File: config.mk
export PLATFORM = sky130hd
export DESIGN_NAME = if_fetch_unit
export DESIGN_NICKNAME = d
export VERILOG_FILES = /design/src/rtl/if_fetch_unit.sv
export SDC_FILE = /design/constraint.sdc
export NUM_CORES = 1
export LEC_CHECK = 0
export CAP_MARGIN = 10
export CORE_MARGIN = 3
export CORE_UTILIZATION = 48
export CTS_CLUSTER_DIAMETER = 60
export CTS_CLUSTER_SIZE = 28
export DETAILED_ROUTE_END_ITERATION = 12
export HOLD_SLACK_MARGIN = 0.03
export PLACE_DENSITY = 0.8
export SETUP_SLACK_MARGIN = 0.3
export SYNTH_ARGS = -nofsm -noshare
export SYNTH_HDL_FRONTEND = slang
export SYNTH_SLANG_ARGS = --single-unit
export TNS_END_PERCENT = 100
File: constraint.sdc
create_clock -name clk -period 6.15 [get_ports clk]
set_clock_uncertainty 0.1 [all_clocks]
set_input_delay 1.23 -clock clk [delete_from_list [all_inputs] [get_ports clk]]
set_output_delay 1.23 -clock clk [all_outputs]
set_load 0.02 [all_outputs]
File: src/rtl/if_fetch_unit.sv
// ---------------------------------------------------------------------------
// if_fetch_unit
//   Instruction fetch front end. Issues one request at a time to instruction
//   memory, buffers returned words in a 2-entry FIFO and presents the FIFO
//   head to the IF/ID register. Redirects flush the buffer and poison any
//   request still in flight.
//
// Ports
//   clk, reset            clock, async active-low reset
//   imem_req_valid/addr   fetch request (addr = fetch PC, word aligned)
//   imem_req_ready        memory accepts request
//   imem_resp_valid/inst  returned instruction, no backpressure
//   stall                 IF/ID hold; head is not consumed this edge
//   redirect_valid/pc     branch-taken / flush target
//   Inst_IF, PC_out_IF    head instruction and its address (0 when empty)
//   Add_4_IF              PC_out_IF + 4 (0 when empty)
//   if_valid              head holds a real instruction
// ---------------------------------------------------------------------------
module if_fetch_unit #(
    parameter logic [63:0] RESET_PC   = 64'h0,
    parameter int          FIFO_DEPTH = 2
) (
    input  logic        clk,
    input  logic        reset,
    output logic        imem_req_valid,
    output logic [63:0] imem_req_addr,
    input  logic        imem_req_ready,
    input  logic        imem_resp_valid,
    input  logic [31:0] imem_resp_inst,
    input  logic        stall,
    input  logic        redirect_valid,
    input  logic [63:0] redirect_pc,
    output logic [31:0] Inst_IF,
    output logic [63:0] PC_out_IF,
    output logic [63:0] Add_4_IF,
    output logic        if_valid
);

    localparam logic [2:0] DEPTH = 3'(FIFO_DEPTH);

    // FETCH: idle, WAIT: response will be kept, DROP: response is stale
    typedef enum logic [1:0] {FETCH = 2'd0, WAIT = 2'd1, DROP = 2'd2} state_t;

    typedef struct packed {
        logic [31:0] inst;
        logic [63:0] pc;
    } fetch_entry_t;

    state_t       state;
    logic [63:0]  pc_q;
    logic [63:0]  req_pc;
    fetch_entry_t fifo [FIFO_DEPTH];
    fetch_entry_t head;
    logic         rd_ptr;
    logic         wr_ptr;
    logic [1:0]   occ;

    logic         in_wait;
    logic         pop;
    logic         push;
    logic         hs;
    logic [2:0]   occ_proj;
    logic         unused_rpc_lsb;

    assign in_wait = (state == WAIT);
    assign pop     = (occ != 2'd0) && !stall;
    assign push    = in_wait && imem_resp_valid;

    // Occupancy after this edge if the in-flight WAIT response lands; a new
    // request is only allowed when its response is guaranteed a slot.
    assign occ_proj = {1'b0, occ} + {2'b00, in_wait} - {2'b00, pop};

    // Gated by reset so the port reads 0 while reset is held.
    assign imem_req_valid = reset && !redirect_valid
                          && ((state == FETCH) || imem_resp_valid)
                          && (occ_proj < DEPTH);
    assign imem_req_addr  = pc_q;
    assign hs             = imem_req_valid && imem_req_ready;

    // Target is forced to word alignment, low bits intentionally ignored.
    assign unused_rpc_lsb = ^redirect_pc[1:0];

    always_ff @(posedge clk or negedge reset) begin
        if (!reset) begin
            state  <= FETCH;
            pc_q   <= RESET_PC & ~64'h3;
            req_pc <= '0;
            occ    <= '0;
            rd_ptr <= 1'b0;
            wr_ptr <= 1'b0;
            for (int i = 0; i < FIFO_DEPTH; i++) fifo[i] <= '0;
        end else if (redirect_valid) begin
            // Flush wins over stall/push/pop; a response landing now is lost.
            occ    <= '0;
            rd_ptr <= 1'b0;
            wr_ptr <= 1'b0;
            pc_q   <= {redirect_pc[63:2], 2'b00};
            state  <= (state != FETCH && !imem_resp_valid) ? DROP : FETCH;
        end else begin
            if (hs) begin
                req_pc <= pc_q;
                pc_q   <= pc_q + 64'd4;
            end
            if (push) begin
                fifo[wr_ptr] <= {imem_resp_inst, req_pc};
                wr_ptr       <= ~wr_ptr;
            end
            if (pop) rd_ptr <= ~rd_ptr;
            case ({push, pop})
                2'b10:   occ <= occ + 2'd1;
                2'b01:   occ <= occ - 2'd1;
                default: ;
            endcase
            case (state)
                FETCH:      if (hs) state <= WAIT;
                WAIT, DROP: if (imem_resp_valid) state <= hs ? WAIT : FETCH;
                default:    state <= FETCH;
            endcase
        end
    end

    assign head      = fifo[rd_ptr];
    assign if_valid  = (occ != 2'd0);
    assign Inst_IF   = if_valid ? head.inst : '0;
    assign PC_out_IF = if_valid ? head.pc : '0;
    assign Add_4_IF  = if_valid ? head.pc + 64'd4 : '0;

endmodule

==> metrics, run 1 <==
Setup CP Type=register to output port; die area=about 0.038 mm^2; DRC errors left=0; Yosys cell types=~70; Setup-failing EPs final=0; final std cells w/o fill=2474; top cell type's share of synthesized area=47.0%; number of enable flip-flop cells after synthesis=0; switching part of the total=~33%; Die Ht=194 um; Final WS setup=around 0.47 ns; Hold WS=between 0.4 and 0.5 ns; Max-Cap Viols=0; part of the power in combinational logic=21.6%; WL/cell=21.0 um; power per cell area=288 mW/mm^2; vias in the first global route=between 10000 and 15000; fin crit share=92.3%; Synth area leaders=dfrtp_1, mux2_2, nand2_1, mux2i_1, nor2_1; GRT overflow=0; maximum vdd drop=0.276 mV; crit-path max FO=24; Placed Instances=2418; Internal=approximately 4.2 mW; post-layout util=between 60% and 70%; RSZ-0062 raised after global routing=no; ANT cells=0; Synth Instances=between 1500 and 2000; clk_lat worst skew=~0.59 ns; ys flop type=dfrtp_1; sequential cell area fraction in the yosys report=47.0%; Fill cells=2811; CTS tree=built; Switch Pwr=2.05 mW; power share of the clock group=32.7%; clock sink total=between 300 and 400; leakage=9.09 nW; slew of the pin with the lowest slew margin=between 1 and 1.5 ns; Synth top cells by count=dfrtp_1, nand2_1, mux2_2; floorplan row count=68; drt total wl=between 50 and 60 mm; antenna viol nets, final=0; RD Place Congestion=~0.95; global-route usage over all layers=a little over a quarter; antenna violations before repair=1; clock buffer depth=3; Area Growth Syn to Fin=27.8%; Vias/cell=~5.9; setup_tns=0 ns; Final Hold Viols=0; Detailed Routing Iterations Pass 1=5; DR iter-0 viols=approximately 1100; largest net degree at the start of global routing=119; Port Buffer Count=319; I/O pin total=328; Post-synth ARST share=100%; crit path time final=5.68 ns; Sequential Power Share=about 46%; clk slew on worst S/H paths=approximately 0.070 ns; Storage cell area=~0.0080 mm^2; total vias in the final route=14546; post-synthesis cell area=between 0.015 and 0.02 mm^2; crit path launch type=register; Peak Freq=176 MHz; Avg Inst Size Synth=9.86 um^2; hold buffers post-CTS=0; Yosys warning count=0; DP Worst Slack=0.943 ns; H-tree depth=1; CP Data Arrival Time=~4.4 ns; Post-DP HPWL=~37 mm; area of the multi-input gates=roughly 0.0085 mm^2; Synth Register Bits=318; Max-slew headroom=roughly a third; first-pass GRT wire length=roughly 82 mm; WP data required=4.82 ns; CTS Root Cell=clkbuf_16; share of cells above drive strength 1=between 10 and 15%; Hold WC Path Type=register to register; Final Net Count=between 2000 and 2500; Setup crit end kind=output port; final slew viol count=0; status=finished, final reports clean; CTS buffer count=30; Die Wd=about 190 um; core area=0.0346 mm^2; Synth area leader=dfrtp_1; most frequent cell after synthesis=dfrtp_1; Initial Util=roughly half
[sequential cells by signal, indices dropped and copies added, names as in the netlist]
name           flops
fifo             188
imem_req_addr     62
occ                2
rd_ptr             1
req_pc            62
state              2
wr_ptr             1
[per-stage QoR]
step	total power, mW	instance area, um^2
global route	6.53	21700
detailed placement	4.22	20500
global placement	4.15	20500
finish	6.24	21700
CTS	6.27	21700
floorplan	3.59	17000
[area by class of cell]
class	instances	area share, %
Inverter	18	0.312
Clock buffer	33	3.52
Timing Repair Buffer	342	15.9
Sequential cell	318	36.8
Multi-Input combinational cell	1286	39.3
Tap cell	455	2.63
Clock inverter	22	1.64
[power by group through the flow]
| stage | sequential (mW) | combinational, mW | clock, mW |
|---|---|---|---|
| 3_3_place_gp | 2.85 | 1.31 | 0 |
| 6_report | 2.85 | 1.35 | 2.04 |
| 4_1_cts | 2.84 | 1.35 | 2.08 |
| 3_5_place_dp | 2.88 | 1.34 | 0 |
| 5_1_grt | 2.90 | 1.48 | 2.16 |
| 2_1_floorplan | 2.77 | 0.818 | 0 |
[critical path, cell delays in order (launching register included)]
cell,delay [ns]
dfrtp_4,0.63
mux2_2,0.32
ha_1,0.20
inv_1,0.08
a211oi_2,0.40
nand4_1,0.26
or4_4,0.59
or3_1,0.39
mux2_1,0.33
clkdlybuf4s50_1,0.54
[what timing repair did]
item                       in CTS  in global routing
gates resized for setup         0                  0
setup buffers                   1                  0
setup endpoints to repair       1                  0
[worst paths after layout]
kind	startpoint	to	slack (ns)	cells past startpoint
min in group asynchronous	reset	fifo[80]	0.45	1
min	fifo[154]	fifo[154]	0.40	1
max in group asynchronous	reset	imem_req_addr[21]	3.22	3
max reg2reg	occ[1]	imem_req_addr[52]	1.97	12
min reg2reg	fifo[154]	fifo[154]	0.40	1
max	rd_ptr	Add_4_IF[52]	0.47	9
[per-layer routing]
metal | vias to the layer above | part of all wire (%) | GRT usage (%)
li1 | 6657 | - | -
met1 | 7114 | 45 | 39.5
met4 | 2 | 2.7 | 6.62
met2 | 674 | 44 | 41.3
met3 | 99 | 8.2 | 4.87
met5 | - | 0.025 | 0
[logic make-up after synthesis]
kind of cell / synth area share [%]
AOI/OAI and AO/OA: 7.99
xor gates and xnor gates: 2.12
adders and majority gates: 0.561
buffers and inverters: 3.06
DFF: 47.0
muxes: 18.8
other: 0.0221
and+or+nand+nor: 20.5
[cells in the final DEF, fill, tap and decap left out, types with 7 or more instances in the layout]
cell / count
clkbuf_16: 30
a31oi_1: 11
inv_1: 18
nand3b_1: 20
mux2i_1: 91
nor2b_1: 7
nor3_1: 24
xor2_1: 26
xnor2_1: 15
nand2_1: 292
or3_1: 8
o211ai_1: 19
o21ai_0: 53
nor2_1: 173
a21oi_1: 25
o311ai_0: 12
and2_1: 22
a221o_1: 8
nand3_1: 92
o31ai_1: 7
nand4_1: 33
and3_1: 18
buf_4: 18
a211o_1: 10
mux2_2: 201
clkdlybuf4s50_1: 317
a22oi_1: 8
nor4_1: 18
dfrtp_1: 317
Note: power is estimated with default switching activity, not from simulation.
==> inputs of run 2 (changes only) <==
==> constraint.sdc (replaced) <==
create_clock -name clk -period 6.15 [get_ports clk]
set_clock_uncertainty 0.1 [all_clocks]
set_input_delay 0.9225 -clock clk [delete_from_list [all_inputs] [get_ports clk]]
set_output_delay 0.9225 -clock clk [all_outputs]
set_load 0.02 [all_outputs]
==> run 2 against run 1 <==
Via count rose by 0.48%. Setup slack better by 0.13 ns. Global-route usage about the same. Critical path type unchanged. Largest power group unchanged.
==> metrics, run 2 (synthesis gave the netlist of run 1 again) <==
share of cells above drive strength 1=14.5% (-0.40 points); Detailed Routing Iterations Pass 1=5 (unchanged); clock buffer depth=3 (unchanged); Worst path top cell family by delay=simple AND/OR/NAND/NOR gates; clock sink total=318 (unchanged); Internal=3.95 mW (-5.5%); power per cell area=278 mW/mm^2 (-3.4%); clk slew on worst S/H paths=0.10 ns (+0.03 ns); CP Data Arrival Time=4.52 ns (+0.17 ns); antenna viol nets, final=0 (unchanged); CTS buffer count=24 (-20%); Switch Pwr=2.00 mW (-2.5%); floorplan row count=68 (unchanged); DRC errors left=0 (unchanged); H-tree depth=1 (unchanged); largest net degree at the start of global routing=160 (+34%); status=finished, final reports clean; Area Growth Syn to Fin=26.3%; Reg with most FFs=fifo; setup_tns=0 ns (unchanged); crit path time final=5.55 ns (-0.131 ns); RD Place Congestion=0.904 (-5.0%); Final Net Count=2096 (-0.43%); Die Wd=194 um (unchanged); Die Ht=194 um (unchanged); critical-path cell list=nand3b_1 > a222oi_1 > nand4_1 > buf_4 > nor2_1 > nand3_1 > mux2_2 > clkdlybuf4s50_1; RSZ-0062 raised after global routing=no; final slew viol count=0 (unchanged); Initial Util=48.9% (unchanged); Max-slew headroom=30.5% (-1.3 points); Setup-failing EPs final=0 (unchanged); antenna violations before repair=1 (unchanged); Hold WC Path Type=input port to async pin; max reg flops=188 (unchanged); crit-path max FO=25 (+4.2%); Post-DP HPWL=37.7 mm (+1.6%); Final Hold Viols=0 (unchanged); WL/cell=21.2 um (+1.0%); commonest cells after routing, fill and taps aside=dfrtp_1, clkdlybuf4s50_1, nand2_1; drt total wl=52.1 mm (+0.44%); clk_lat worst skew=0.55 ns (-0.04 ns); part of the power in combinational logic=22.7% (+1.1 points); area of the multi-input gates=0.00850 mm^2 (about the same); global-route usage over all layers=26.8% (about the same); Storage cell area=0.00796 mm^2 (unchanged); CTS tree=built; Sequential Power Share=48.0% (+2.3 points); Setup CP Type=register to output port; Final WS setup=0.604 ns (+0.131 ns); Vias/cell=5.94 (+1.1%); fin crit share=90.2% (-2.1 points); CP peak stage delay=0.67 ns (+0.04 ns); total vias in the final route=14616 (+0.48%); switching part of the total=33.6% (+0.70 points); first-pass GRT wire length=82.2 mm (+0.48%); WP data required=5.13 ns (+0.31 ns); Worst path slowest cell=a222oi_1; CTS Root Cell=clkbuf_16; Max-Cap Viols=0 (unchanged); power share of the clock group=29.3% (-3.4 points); Fill cells=2873 (+2.2%); DR iter-0 viols=1249 (+17%); WP buf/inv=2 (unchanged); crit path launch type=register; maximum vdd drop=0.184 mV (-33%); GRT overflow=0 (unchanged); leakage=8.97 nW (-1.4%); I/O pin total=328 (unchanged); DP Worst Slack=1.05 ns (+0.104 ns); die area=0.0376 mm^2 (unchanged); vias in the first global route=14540 (+1.2%); core area=0.0346 mm^2 (unchanged); Setup crit end kind=output port; Peak Freq=180 MHz (+2.4%); slew of the pin with the lowest slew margin=1.04 ns (+0.0182 ns); ANT cells=0 (unchanged); Port Buffer Count=319 (unchanged)
run 2: changes by cell type in the layout (fill, tap and decap cells not counted), sizes merged:
cell / change
clkinvlp: +1
inv: -5
clkbuf: -7
bufinv: -2
clkinv: +2
buf: -3
run 2: path summary, 6_finish.rpt:
kind,from,endpoint,slack (ns),depth (start not counted)
max,rd_ptr,Add_4_IF[53],0.60,8
min,reset,fifo[82],0.26,1
max reg2reg,occ[1],imem_req_addr[21],1.67,12
min reg2reg,fifo[152],fifo[152],0.40,1
max in group asynchronous,reset,rd_ptr,4.13,2
min in group clk,fifo[152],fifo[152],0.40,1
run 2: area by class of cell:
cell class / instances / share of cell area (%)
Clock inverter: 18 / 1.25
Sequential cell: 318 / 37.2
Multi-Input combinational cell: 1286 / 39.7
Clock buffer: 26 / 2.99
Timing Repair Buffer: 339 / 15.9
Tap cell: 455 / 2.66
Inverter: 18 / 0.316
run 2: routing by layer:
metal	vias to the layer above	part of all wire [%]	wire length, um	track usage, %
li1	6646	-	-	-
met1	7143	45	23400	39.1
met2	719	45	23200	41.8
met3	106	7.6	3960	4.45
met4	2	2.8	1450	7.10
met5	-	0.021	11	0
run 2: power by group through the flow:
stage | Clock (mW) | Sequential (mW) | Combinational [mW]
after floorplan | 0 | 2.77 | 0.818
after global placement | 0 | 2.85 | 1.30
after detailed placement | 0 | 2.89 | 1.34
after CTS | 1.77 | 2.85 | 1.35
after global routing | 1.86 | 2.91 | 1.47
final | 1.75 | 2.86 | 1.35
run 2: what timing repair did:
action	CTS	global route
endpoints found under the setup margin	0	11
hold buffers	0	0
buffers inserted	0	1
gates resized for setup	0	0
run 2: stage by stage:
stage | hold WS, ns | instances | power, mW | utilization, % | cell area [um^2]
after detailed placement | 0.389 | 2415 | 4.23 | 59.1 | 20500
after floorplan | 0.358 | 1724 | 3.59 | - | 17000
after global placement | 0.377 | 2415 | 4.15 | 59.1 | 20500
after global routing | 0.298 | 2460 | 6.23 | 61.8 | 21400
final | 0.264 | 2460 | 5.95 | 61.8 | 21400
after CTS | 0.286 | 2459 | 5.97 | 61.8 | 21400
==> inputs of run 3 (changes only) <==
Settings changed: ABC_AREA set to 1, PLACE_DENSITY 0.8 to 0.79.
==> run 3 against run 2 <==
Cell count up 41%. Setup slack better by 0.018 ns. Critical path depth up 7. Non-clock buffer count down 4. Combinational power rose to 3.7 times the previous value. Via count up 26%. Worst hold slack better by 0.027 ns. Utilization down 1.5 points. Clock power about the same. Largest cell class unchanged.
==> metrics, run 3 <==
status=finished, final reports clean; crit-path max FO=94 (+280%); part of the power in combinational logic=48.6% (+26 points); Power Total=10.2 mW (+71%); vias in the first global route=17402 (+20%); WP data required=5.13 ns (about the same); Switch Pwr=4.63 mW (+130%); Synth area leader=dfrtp_1; setup_tns=0 ns (unchanged); WL/cell=17.0 um (-20%); Yosys warning count=0 (unchanged); ys flop type=dfrtp_1; RSZ-0062 raised after global routing=no; Hold WC Path Type=input port to async pin; Final Net Count=3049 (+45%); Sequential Power Share=34.1% (-14 points); R2R depth=12 (unchanged); slew of the pin with the lowest slew margin=1.17 ns (+0.133 ns); commonest non-fill, non-tap cell in the layout=nand2_1; Critical R2R Capture=imem_req_addr[55]; commonest cells after routing, fill and taps aside=nand2_1, inv_1, dfrtp_1, clkdlybuf4s50_1, nor2_1; maximum vdd drop=0.286 mV (+55%); postcts setup bufs=0 (unchanged); CTS Root Cell=clkbuf_16; post-synthesis cell area=0.0184 mm^2 (+8.5%); Worst R2R Setup Slack=1.64 ns (-0.03 ns); area of the multi-input gates=0.00860 mm^2 (+1.1%); DR iter-0 viols=1559 (+25%); I/O pin total=328 (unchanged); CTS buffer count=24 (unchanged); top cell type's share of synthesized area=43.3% (-3.7 points); Post-synth ARST share=100% (unchanged); Fill cells=3464 (+21%); global-route usage over all layers=28.4% (+1.6 points); Synth Register Bits=318 (unchanged); crit path launch type=register; GRT overflow=0 (unchanged); Synth area leaders=dfrtp_1, nand2_1, o21ai_0, inv_1, nor2_1; Port Buffer Count=319 (unchanged); Reg with most FFs=fifo; Max-slew headroom=21.7% (-8.8 points); crit path time final=5.53 ns (-0.0177 ns); Finished Cell Area=0.0227 mm^2 (+6.2%); Max-Cap Viols=0 (unchanged); Post-DP HPWL=43.6 mm (+16%); post-layout util=60.4% (-1.5 points); Die Wd=202 um (+4.0%); power per cell area=448 mW/mm^2 (+61%); drt total wl=59.0 mm (+13%); clk slew on worst S/H paths=0.08 ns (-0.02 ns); Synth top cells by count=nand2_1, inv_1, dfrtp_1; capture point of the worst path=Add_4_IF[62]; Final Hold Viols=0 (unchanged); antenna violations before repair=0 (-1); launching element of the worst setup path=rd_ptr; clock buffer depth=3 (unchanged); Vias/cell=5.30 (-11%); floorplan row count=71 (+4.4%); Internal=5.55 mW (+40%); max reg flops=188 (unchanged); first-pass GRT wire length=94.0 mm (+14%); ANT cells=0 (unchanged); clk_lat worst skew=0.56 ns (about the same); share of cells above drive strength 1=4.36% (-10 points); Setup crit end kind=output port; clock sink total=318 (unchanged); Area Growth Syn to Fin=23.7%; DRC errors left=0 (unchanged); leakage=10.4 nW (+16%); largest net degree at the start of global routing=125 (-22%); most frequent cell after synthesis=nand2_1; core area=0.0377 mm^2 (+8.8%); Hold WS=0.291 ns (+0.0274 ns); antenna viol nets, final=0 (unchanged); Synth Instances=2696 (+57%); CP Data Arrival Time=4.51 ns (about the same); Storage cell area=0.00796 mm^2 (unchanged); Detailed Routing Iterations Pass 1=6 (+1); RD Place Congestion=0.963 (+6.5%); Setup CP Type=register to output port; sequential cell area fraction in the yosys report=43.3% (-3.7 points); final slew viol count=0 (unchanged); Peak Freq=181 MHz (+0.32%); Initial Util=48.8% (-0.13 points); Die Ht=202 um (+4.0%); Post-DP Area=0.0218 mm^2 (+6.5%); power share of the clock group=17.3% (-12 points); H-tree depth=1 (unchanged); die area=0.0407 mm^2 (+8.2%); switching part of the total=45.5% (+12 points); Setup-failing EPs final=0 (unchanged); hold buffers post-CTS=0 (unchanged); fin crit share=89.9% (-0.29 points); CTS tree=built; total vias in the final route=18402 (+26%); reg-to-reg startpoint=occ[1]; Yosys cell types=42 (-41%); Avg Inst Size Synth=6.82 um^2 (-31%); number of enable flip-flop cells after synthesis=0 (unchanged); CTS-repair resized insts=0 (unchanged)
run 3: worst min path at each step:
stage,startpoint,end,slack (ns)
CTS,reset,fifo[189],0.34
detailed placement,fifo[18],fifo[18],0.37
floorplan,fifo[62],fifo[62],0.35
finish,reset,fifo[93],0.29
global route,reset,fifo[189],0.35
global placement,fifo[37],fifo[37],0.37
run 3: routing by layer:
metal  vias up  track usage, %  share of wire [%]  wire length, um
met5         -               0                  0                0
met4         0            6.01                2.1             1210
met3        84            3.82                8.0             4710
met2       791            44.4                 44            26000
met1      8603            42.4                 46            27000
li1       8924               -                  -                -
run 3: critical path, stage by stage, from the launching register on:
cell and delay, ns:
dfrtp_4 0.64, buf_4 0.83, nand2_1 0.15, nand2_1 0.20
ha_1 0.19, nand2_1 0.09, inv_1 0.13, nand2_1 0.09
nor2_2 0.19, nand2_1 0.17, nor2_2 0.31, nand3_1 0.12
nand2_1 0.07, nand2_1 0.04, inv_1 0.06, clkdlybuf4s50_1 0.60
run 3: power by group through the flow:
stage | Sequential, mW | Clock, mW | Combinational [mW]
finish | 3.47 | 1.76 | 4.95
global route | 3.56 | 1.88 | 5.45
CTS | 3.45 | 1.80 | 4.95
detailed placement | 3.48 | 0 | 4.92
global placement | 3.44 | 0 | 4.81
floorplan | 3.40 | 0 | 2.90
run 3: area by class of cell:
cell class,count,share of cell area [%]
Tap cell,511,2.81
Sequential cell,318,35.0
Multi-Input combinational cell,1915,37.8
Clock buffer,25,2.75
Clock inverter,19,1.29
Inverter,346,5.72
Timing Repair Buffer,335,14.6
run 3: per-stage QoR:
| stage | setup slack (ns) | cells |
|---|---|---|
| 2_1_floorplan | 2.55 | 2701 |
| 4_1_cts | 0.629 | 3469 |
| 5_1_grt | 0.309 | 3469 |
| 6_report | 0.622 | 3469 |
| 3_5_place_dp | 1.24 | 3425 |
| 3_3_place_gp | 1.28 | 3425 |
run 3: cells by family (layout without fill, tap and decap cells):
logic type / after synthesis / count (layout) / share of synthesized area [%]
adders and majority gates: 7 / 7 / 0.517
and+or+nand+nor: 1467 / 1467 / 33.1
buffers and inverters: 468 / 725 / 10.2
AOI/OAI and AO/OA: 415 / 415 / 11.8
other: 1 / 6 / 0.0204
DFF: 318 / 318 / 43.3
xor gates and xnor gates: 20 / 20 / 0.953
